`src/rtl/i2c_slave_fifo_bridge.sv`:
```
// Byte bridge between the i2c_slave byte interface and host RX/TX streams.
// Build option: define I2C_BRIDGE_IDLE_BYTE_EN to answer TX underrun with IDLE_BYTE instead of waiting.
// state    | meaning
// SRV_IDLE | waiting for data_req with a byte to hand over
// SRV_TICK | rd_tick high this cycle; data_req ignored while the slave clears it
module i2c_slave_fifo_bridge #(
  parameter int         DEPTH_LOG2 = 3,
  parameter logic [7:0] IDLE_BYTE  = 8'hFF
) (
  input  logic                  clk,
  input  logic                  reset,
  input  logic [7:0]            data_wrt,
  input  logic                  wrt_tick,
  input  logic                  data_req,
  output logic [7:0]            data_rd,
  output logic                  rd_tick,
  output logic [7:0]            rx_data,
  output logic                  rx_valid,
  input  logic                  rx_ready,
  input  logic [7:0]            tx_data,
  input  logic                  tx_valid,
  output logic                  tx_ready,
  output logic [DEPTH_LOG2:0]   rx_count,
  output logic [DEPTH_LOG2:0]   tx_count,
  output logic                  rx_overflow,
  output logic                  tx_underrun,
  input  logic                  clr_flags
);

  localparam int CNT_W = DEPTH_LOG2 + 1;
  localparam int DEPTH = 1 << DEPTH_LOG2;
  localparam logic [CNT_W-1:0]      CNT_FULL = CNT_W'(DEPTH);
  localparam logic [CNT_W-1:0]      CNT_ONE  = CNT_W'(1);
  localparam logic [DEPTH_LOG2-1:0] PTR_ONE  = DEPTH_LOG2'(1);

  typedef enum logic {SRV_IDLE, SRV_TICK} srv_state_t;

  srv_state_t srv_state;

  logic [7:0]            rx_mem [DEPTH];
  logic [7:0]            tx_mem [DEPTH];
  logic [DEPTH_LOG2-1:0] rx_wr_ptr, rx_rd_ptr, tx_wr_ptr, tx_rd_ptr;
  logic                  rx_full, tx_empty;
  logic                  rx_push, rx_pop, tx_push, tx_pop;
  logic                  data_req_q;
  logic                  underrun_set, overflow_set;

  assign rx_full  = (rx_count == CNT_FULL);
  assign rx_valid = (rx_count != '0);
  assign rx_data  = rx_mem[rx_rd_ptr];
  assign tx_empty = (tx_count == '0);
  assign tx_ready = (tx_count != CNT_FULL);

  // A full RX still accepts a byte when the host pops in the same cycle.
  assign rx_pop       = rx_valid && rx_ready;
  assign rx_push      = wrt_tick && (!rx_full || rx_pop);
  assign overflow_set = wrt_tick && rx_full && !rx_pop;
  assign tx_push      = tx_valid && tx_ready;
  assign tx_pop       = (srv_state == SRV_IDLE) && data_req && !tx_empty;

  always_comb begin
    underrun_set = data_req && !data_req_q && tx_empty;
`ifdef I2C_BRIDGE_IDLE_BYTE_EN
    if ((srv_state == SRV_IDLE) && data_req && tx_empty)
      underrun_set = 1'b1;
`endif
  end

`ifndef I2C_BRIDGE_IDLE_BYTE_EN
  logic [7:0] unused_idle_byte;
  assign unused_idle_byte = IDLE_BYTE;
`endif

  always_ff @(posedge clk) begin
    if (rx_push) rx_mem[rx_wr_ptr] <= data_wrt;
    if (tx_push) tx_mem[tx_wr_ptr] <= tx_data;
  end

  always_ff @(posedge clk) begin
    if (reset) begin
      rx_wr_ptr   <= '0;
      rx_rd_ptr   <= '0;
      rx_count    <= '0;
      tx_wr_ptr   <= '0;
      tx_rd_ptr   <= '0;
      tx_count    <= '0;
      rx_overflow <= 1'b0;
      tx_underrun <= 1'b0;
      data_req_q  <= 1'b0;
    end else begin
      data_req_q <= data_req;
      if (rx_push) rx_wr_ptr <= rx_wr_ptr + PTR_ONE;
      if (rx_pop)  rx_rd_ptr <= rx_rd_ptr + PTR_ONE;
      if (rx_push && !rx_pop)      rx_count <= rx_count + CNT_ONE;
      else if (!rx_push && rx_pop) rx_count <= rx_count - CNT_ONE;
      if (tx_push) tx_wr_ptr <= tx_wr_ptr + PTR_ONE;
      if (tx_pop)  tx_rd_ptr <= tx_rd_ptr + PTR_ONE;
      if (tx_push && !tx_pop)      tx_count <= tx_count + CNT_ONE;
      else if (!tx_push && tx_pop) tx_count <= tx_count - CNT_ONE;
      // A set event in the same cycle as clr_flags keeps the flag high.
      if (overflow_set)   rx_overflow <= 1'b1;
      else if (clr_flags) rx_overflow <= 1'b0;
      if (underrun_set)   tx_underrun <= 1'b1;
      else if (clr_flags) tx_underrun <= 1'b0;
    end
  end

  always_ff @(posedge clk) begin
    if (reset) begin
      srv_state <= SRV_IDLE;
      data_rd   <= 8'h00;
      rd_tick   <= 1'b0;
    end else begin
      case (srv_state)
        SRV_IDLE: begin
          if (tx_pop) begin
            data_rd   <= tx_mem[tx_rd_ptr];
            rd_tick   <= 1'b1;
            srv_state <= SRV_TICK;
`ifdef I2C_BRIDGE_IDLE_BYTE_EN
          end else if (data_req) begin
            data_rd   <= IDLE_BYTE;
            rd_tick   <= 1'b1;
            srv_state <= SRV_TICK;
`endif
          end else begin
            rd_tick <= 1'b0;
          end
        end
        SRV_TICK: begin
          rd_tick   <= 1'b0;
          srv_state <= SRV_IDLE;
        end
        default: begin
          rd_tick   <= 1'b0;
          srv_state <= SRV_IDLE;
        end
      endcase
    end
  end

endmodule

```
`config.mk`:
```
export PLATFORM = sky130hd
export DESIGN_NAME = i2c_slave_fifo_bridge
export DESIGN_NICKNAME = d
export VERILOG_FILES = /design/src/rtl/i2c_slave_fifo_bridge.sv
export SDC_FILE = /design/constraint.sdc
export NUM_CORES = 1
export LEC_CHECK = 0
export ABC_AREA = 1
export BUFFER_PORTS_ARGS = -buffer_cell sky130_fd_sc_hd__buf_4
export CORE_MARGIN = 3
export CORE_UTILIZATION = 50
export DETAILED_ROUTE_END_ITERATION = 16
export GPL_TIMING_DRIVEN = 0
export PLACE_DENSITY = 0.69
export SYNTH_ARGS = -nofsm -noshare
export SYNTH_HDL_FRONTEND = slang
export SYNTH_SLANG_ARGS = --single-unit
```
`constraint.sdc`:
```
create_clock -name clk -period 5.8 [get_ports clk]
set_input_delay 0.87 -clock clk [delete_from_list [all_inputs] [get_ports clk]]
set_output_delay 0.87 -clock clk [all_outputs]
set_load 0.05 [all_outputs]
```
Word-level counts from Yosys, hierarchy flattened
Memories as Yosys holds them, arrays and structs flattened. A register that Yosys moved wholly into a read port is not among the register bits.
Cells that the tools add are included.
{"block": "totals", "ff_bits": 24, "latch_bits": 0, "rom_bits": 0, "ramBits": 128, "inputBits": 23, "out_inout_bits": 29, "memories": 2, "word_cells": 66}
{"memory": "rx_mem", "depth": 8, "word_bits": 8, "read_ports": 1, "rd_ports_with_merged_regs": 1, "write_ports": 1, "line": "40", "text": "logic [7:0] rx_mem [DEPTH];"}
{"memory": "tx_mem", "depth": 8, "word_bits": 8, "read_ports": 1, "rd_ports_with_merged_regs": 1, "write_ports": 1, "line": "41", "text": "logic [7:0] tx_mem [DEPTH];"}
{"block": "op_classes", "muxes": 15, "addsub": 8, "div_mod_pow": 0, "order_cmp": 0, "n_eq_ne": 2, "shifts": 0, "mul": 0, "bitwise": 1, "n_reduce_logical": 28}
{"op": "4-bit two-way mux", "count": 4}
{"op": "1-bit logical AND", "count": 13}
{"op": "3-bit by 1-bit adder with 3-bit output, second input constant", "count": 4}
{"op": "4-bit by 1-bit adder with 4-bit output, second input constant", "count": 2}
{"op": "1-bit two-way mux", "count": 8}
{"op": "2-bit nonzero test", "count": 4}
{"op": "4-bit by 1-bit subtractor with 4-bit output, second input constant", "count": 2}
{"op": "1-bit zero test", "count": 7}
{"op": "3-bit two-way mux", "count": 2}
{"op": "4-bit equality test, second input constant", "count": 1}
{"op": "4-bit zero test", "count": 1}
{"op": "4-bit != test, second input constant", "count": 1}
{"op": "4-bit nonzero test", "count": 1}
{"op": "1-bit case mux with 2 select lines", "count": 1}
{"op": "2-bit AND reduction", "count": 1}
{"op": "1-bit logical OR", "count": 1}
{"op": "1-bit NOT", "count": 1}

Logic depth before layout (Yosys ltp)
{"block": "depth", "ltp_word": 8, "ltp_mapped": 14}

Least setup slack after synthesis
Ideal clock, no wire load.
{"block": "synth_timing", "path_type": "flip-flop to flip-flop", "startpoint": "reg tx_count[3]", "endpoint": "reg tx_count[3]", "path_stages_with_launch": 13, "slack_ns": 2.974, "arrival_ns": 2.756, "setup_ns": 0.070, "synth_period_minus_slack_ns": 2.826, "cell_sequence": "dfxtp_1 > nand3_1 > nand2_2 > inv_1 > ha_1 > inv_1 > ha_1 > or2_2 > nand2_1 > nand2_1 > nand2_1 > nand2_1 > a21oi_1"}
{"item": "start, declared", "line": "24", "text": "output logic [DEPTH_LOG2:0] tx_count,"}
{"item": "start signal, assigned", "line": "98", "text": "if (tx_push && !tx_pop) tx_count <= tx_count + CNT_ONE;"}
{"item": "start signal, assigned", "line": "99", "text": "else if (!tx_push && tx_pop) tx_count <= tx_count - CNT_ONE;"}
{"item": "4-bit != test (*)", "line": "52", "text": "assign tx_ready = (tx_count != CNT_FULL);"}
{"item": "net tx_ready", "line": "22", "text": "output logic tx_ready,"}
{"item": "1-bit logical AND (*)", "line": "58", "text": "assign tx_push = tx_valid && tx_ready;"}
{"item": "net tx_push", "line": "44", "text": "logic rx_push, rx_pop, tx_push, tx_pop;"}
{"item": "1-bit zero test", "line": "99"}
{"item": "1-bit logical AND", "line": "99"}
{"item": "2-bit nonzero test (no line)"}
The timed path passes the listed nets; every way through them passes the cells marked *. The select of a mux whose other input is x is not followed.
A chain may end at the register's enable or synchronous reset.

==> results.ini <==
[die]
die_area_mm2=0.01520
core_area_mm2=0.01335
dieWidth_um=123.3
die_h_um=123.3
pin_count=52
rows=42
start_util_pct=51.55

[clock_network]
cts-buffers-inserted=17
path_clk_slew_ns=0.06
clk_path_buf_depth=2
clk_latency_ns=0.42
cts.repair.resized=0
cts-htree-levels=4
clock_sinks=163
hold_buffers=0
clockRootBuffer=clkbuf_16
cts_tree=yes
cts_setup_buffers=0

[timing]
worst_slew_pin_slew_ns=0.9123
min_period_ns=2.808
timing.final.crit_share_pct=48.41
clock_skew_ns=0.009020
finalHoldViolCount=0
rsz0062_at_grt=no
fmax_ghz=0.3561
setup_viol=0
maxSlewViolCount=0
final.setup.tns_ns=0
max_slew_margin_pct=38.96

[worst_setup_path]
start_kind=flip-flop
endpoint_kind=primary output
r2r-end=tx_count[3]
required_ns=4.93
crit_type=flip-flop to primary output
crit_path_max_fanout=10
critPathArrivalTime_ns=1.94
r2r_start=tx_count[0]
reg2regPathDepth=13
reg2reg_setup_slack_ns=3.47

[place]
dp_hpwl_um=9920
dpl.cell_count=894
io_buffers=51
place.gp.congestion=0.8077

[global_route]
grt_use_met3_pct=6.038
grt_antenna_before_repair=0
grt.busiest_layer=met2
gr-total-overflow=0
use_met2_pct=33.91
grt_max_degree=17
met1_usage_pct=27.64
grt_pass1_wl_um=23690
grt_pass1_vias=4697
grtUsageTotal_pct=20.85

[detailed_routing]
initialDrtViolationCount=470
wl_um=14800
wire_per_inst_um=15.98
vias_per_cell=5.175
dr.pass1.iters=5
ant_nets=0
vias=4792
drc_errors=0

[power]
power.share.combinational_pct=33.9
vdd_drop_max_uv=364.9
netSwitchingFraction_pct=36.13
p_clk_share_pct=29.0
pwr-share-seq_pct=37.1
power_density_mw_per_mm2=486.0
leakage_nw=3.312
p_int_mw=2.509
p_switching_mw=1.419

[synth]
yosysUniqueCellTypes=30
syn-num-nets=702
yosysWarnings=0
synth_seq_cells=163
syn-mean-instance-area_um2=10.32
syn_area_mm2=0.006880
synthCells=667
ys_seq_area_share_pct=66.05

[layout]
stdcell_count=926
area_growth_pct=17.48
finalNetCount=772
diodes=0
final_layout_size_suffix_gt1_share_pct=15.07

[status]
status=finished clean

[hold_path]
hold_depth=2
min_from=data_rd[3]
min_path_type=flip-flop to flip-flop
hold_path_end=data_rd[3]

[run]
cap_viol_max_count=0

-- synth_stat cells (all sizes together) --
master  number  area (um2)
clkbuf       5       18.77
inv         79       301.5
o21ai       61       309.0
xor2         5       43.79
buf         20       150.1
nand3       57       290.3
nor3         1       5.000
or3          1       6.260
or2          3       21.27
ha          10       125.1
and3         2       12.51
fa           2       40.04
a21oi       23       115.1
clkinv       1       3.750
nor2        83       316.6
edfxtp     128        3844
dfxtp       35       700.7
nand2      150       570.6
nand4        1       6.260
-- worst max-delay path, stage by stage, from the launching register on --
cell      delay [ns]
dfxtp_1         0.41
clkbuf_1        0.40
o21ai_0         0.18
o21ai_1         0.16
nand2_1         0.09
nand2_1         0.08
buf_4           0.19
-- stage by stage --
step / total power, mW / instance area [um2] / hold WS (ns) / setup WS [ns] / utilization, %
after floorplan: 2.420 / 6880 / 0.4613 / 2.974 / -
after global placement: 2.769 / 7483 / 0.4598 / 3.026 / 56.06
after detailed placement: 2.809 / 7483 / 0.4595 / 2.952 / 56.06
after global routing: 4.157 / 8083 / 0.4835 / 2.841 / 60.55
after CTS: 3.944 / 8083 / 0.4684 / 2.998 / 60.55
final: 3.928 / 8083 / 0.4682 / 2.992 / 60.55
-- kinds of logic (layout without fill, tap and decap cells) --
| logic type | count (synthesis) | count (layout) | synth area share [%] |
|---|---|---|---|
| adder cells (fa/ha/maj) | 12 | 12 | 2.400 |
| AO/OA/AOI/OAI | 84 | 84 | 6.165 |
| flip-flops | 163 | 163 | 66.05 |
| buffers and inverters | 105 | 188 | 6.892 |
| XOR/XNOR | 5 | 5 | 0.6365 |
| AND/OR/NAND/NOR | 298 | 298 | 17.86 |
-- power groups by stage --
stage          clock network, mW  logic [mW]  registers, mW
3_5_place_dp                   0        1.33           1.48
2_1_floorplan                  0       0.799           1.62
6_report                    1.14        1.33           1.46
4_1_cts                     1.15        1.34           1.46
3_3_place_gp                   0        1.29           1.47
5_1_grt                     1.21        1.48           1.47
-- worst max-delay path by stage --
stage	start	cells past startpoint	to	slack, ns
after floorplan	tx_count[3]	12	tx_count[3]	2.97
after global placement	rx_ready	14	rx_count[3]	3.03
after detailed placement	rx_ready	14	rx_count[3]	2.95
after CTS	flip-flop	6	rx_data[1]	3.00
after global routing	flip-flop	6	rx_data[0]	2.84
final	flip-flop	6	rx_data[1]	2.99
-- area by class of cell --
type | instances | area (um2)
clock inverters | 12 | 162.7
flip-flops and latches | 163 | 4544
clock buffers | 20 | 436.7
plain buffers | 25 | 168.9
fillers | 1097 | 5265
well taps | 176 | 220.2
inverters | 80 | 305.3
repair buffers | 51 | 382.9
multi-input cells | 399 | 1862
-- registers in the layout, summed over array words and instances (netlist names), named ones only --
name,flops
srv_state,1
tx_underrun,1
rx_count,4
rx_rd_ptr,3
rx_overflow,1
data_req_q,1
rx_wr_ptr,3
rx_mem,64
tx_rd_ptr,3
tx_wr_ptr,3
data_rd,8
tx_mem,64
tx_count,4
-- metal layers --
| metal | vias to the layer above | part of all wire, % |
|---|---|---|
| met1 | 2244 | 43 |
| met5 | - | 0 |
| met3 | 17 | 7.5 |
| met2 | 184 | 48 |
| li1 | 2347 | - |
| met4 | 0 | 1.1 |
-- placed cells by master (no fill, tap or decap), drive strengths merged --
cell type	synthesis	final
a21oi	23	23
and3	2	2
buf	20	71
bufinv	0	4
clkbuf	5	25
clkinv	1	6
clkinvlp	0	3
dfxtp	35	35
edfxtp	128	128
fa	2	2
ha	10	10
inv	79	79
nand2	150	150
nand3	57	57
nand4	1	1
nor2	83	83
nor3	1	1
o21ai	61	61
or2	3	3
or3	1	1
xor2	5	5
No activity file was read; power rests on OpenSTA's default activity.
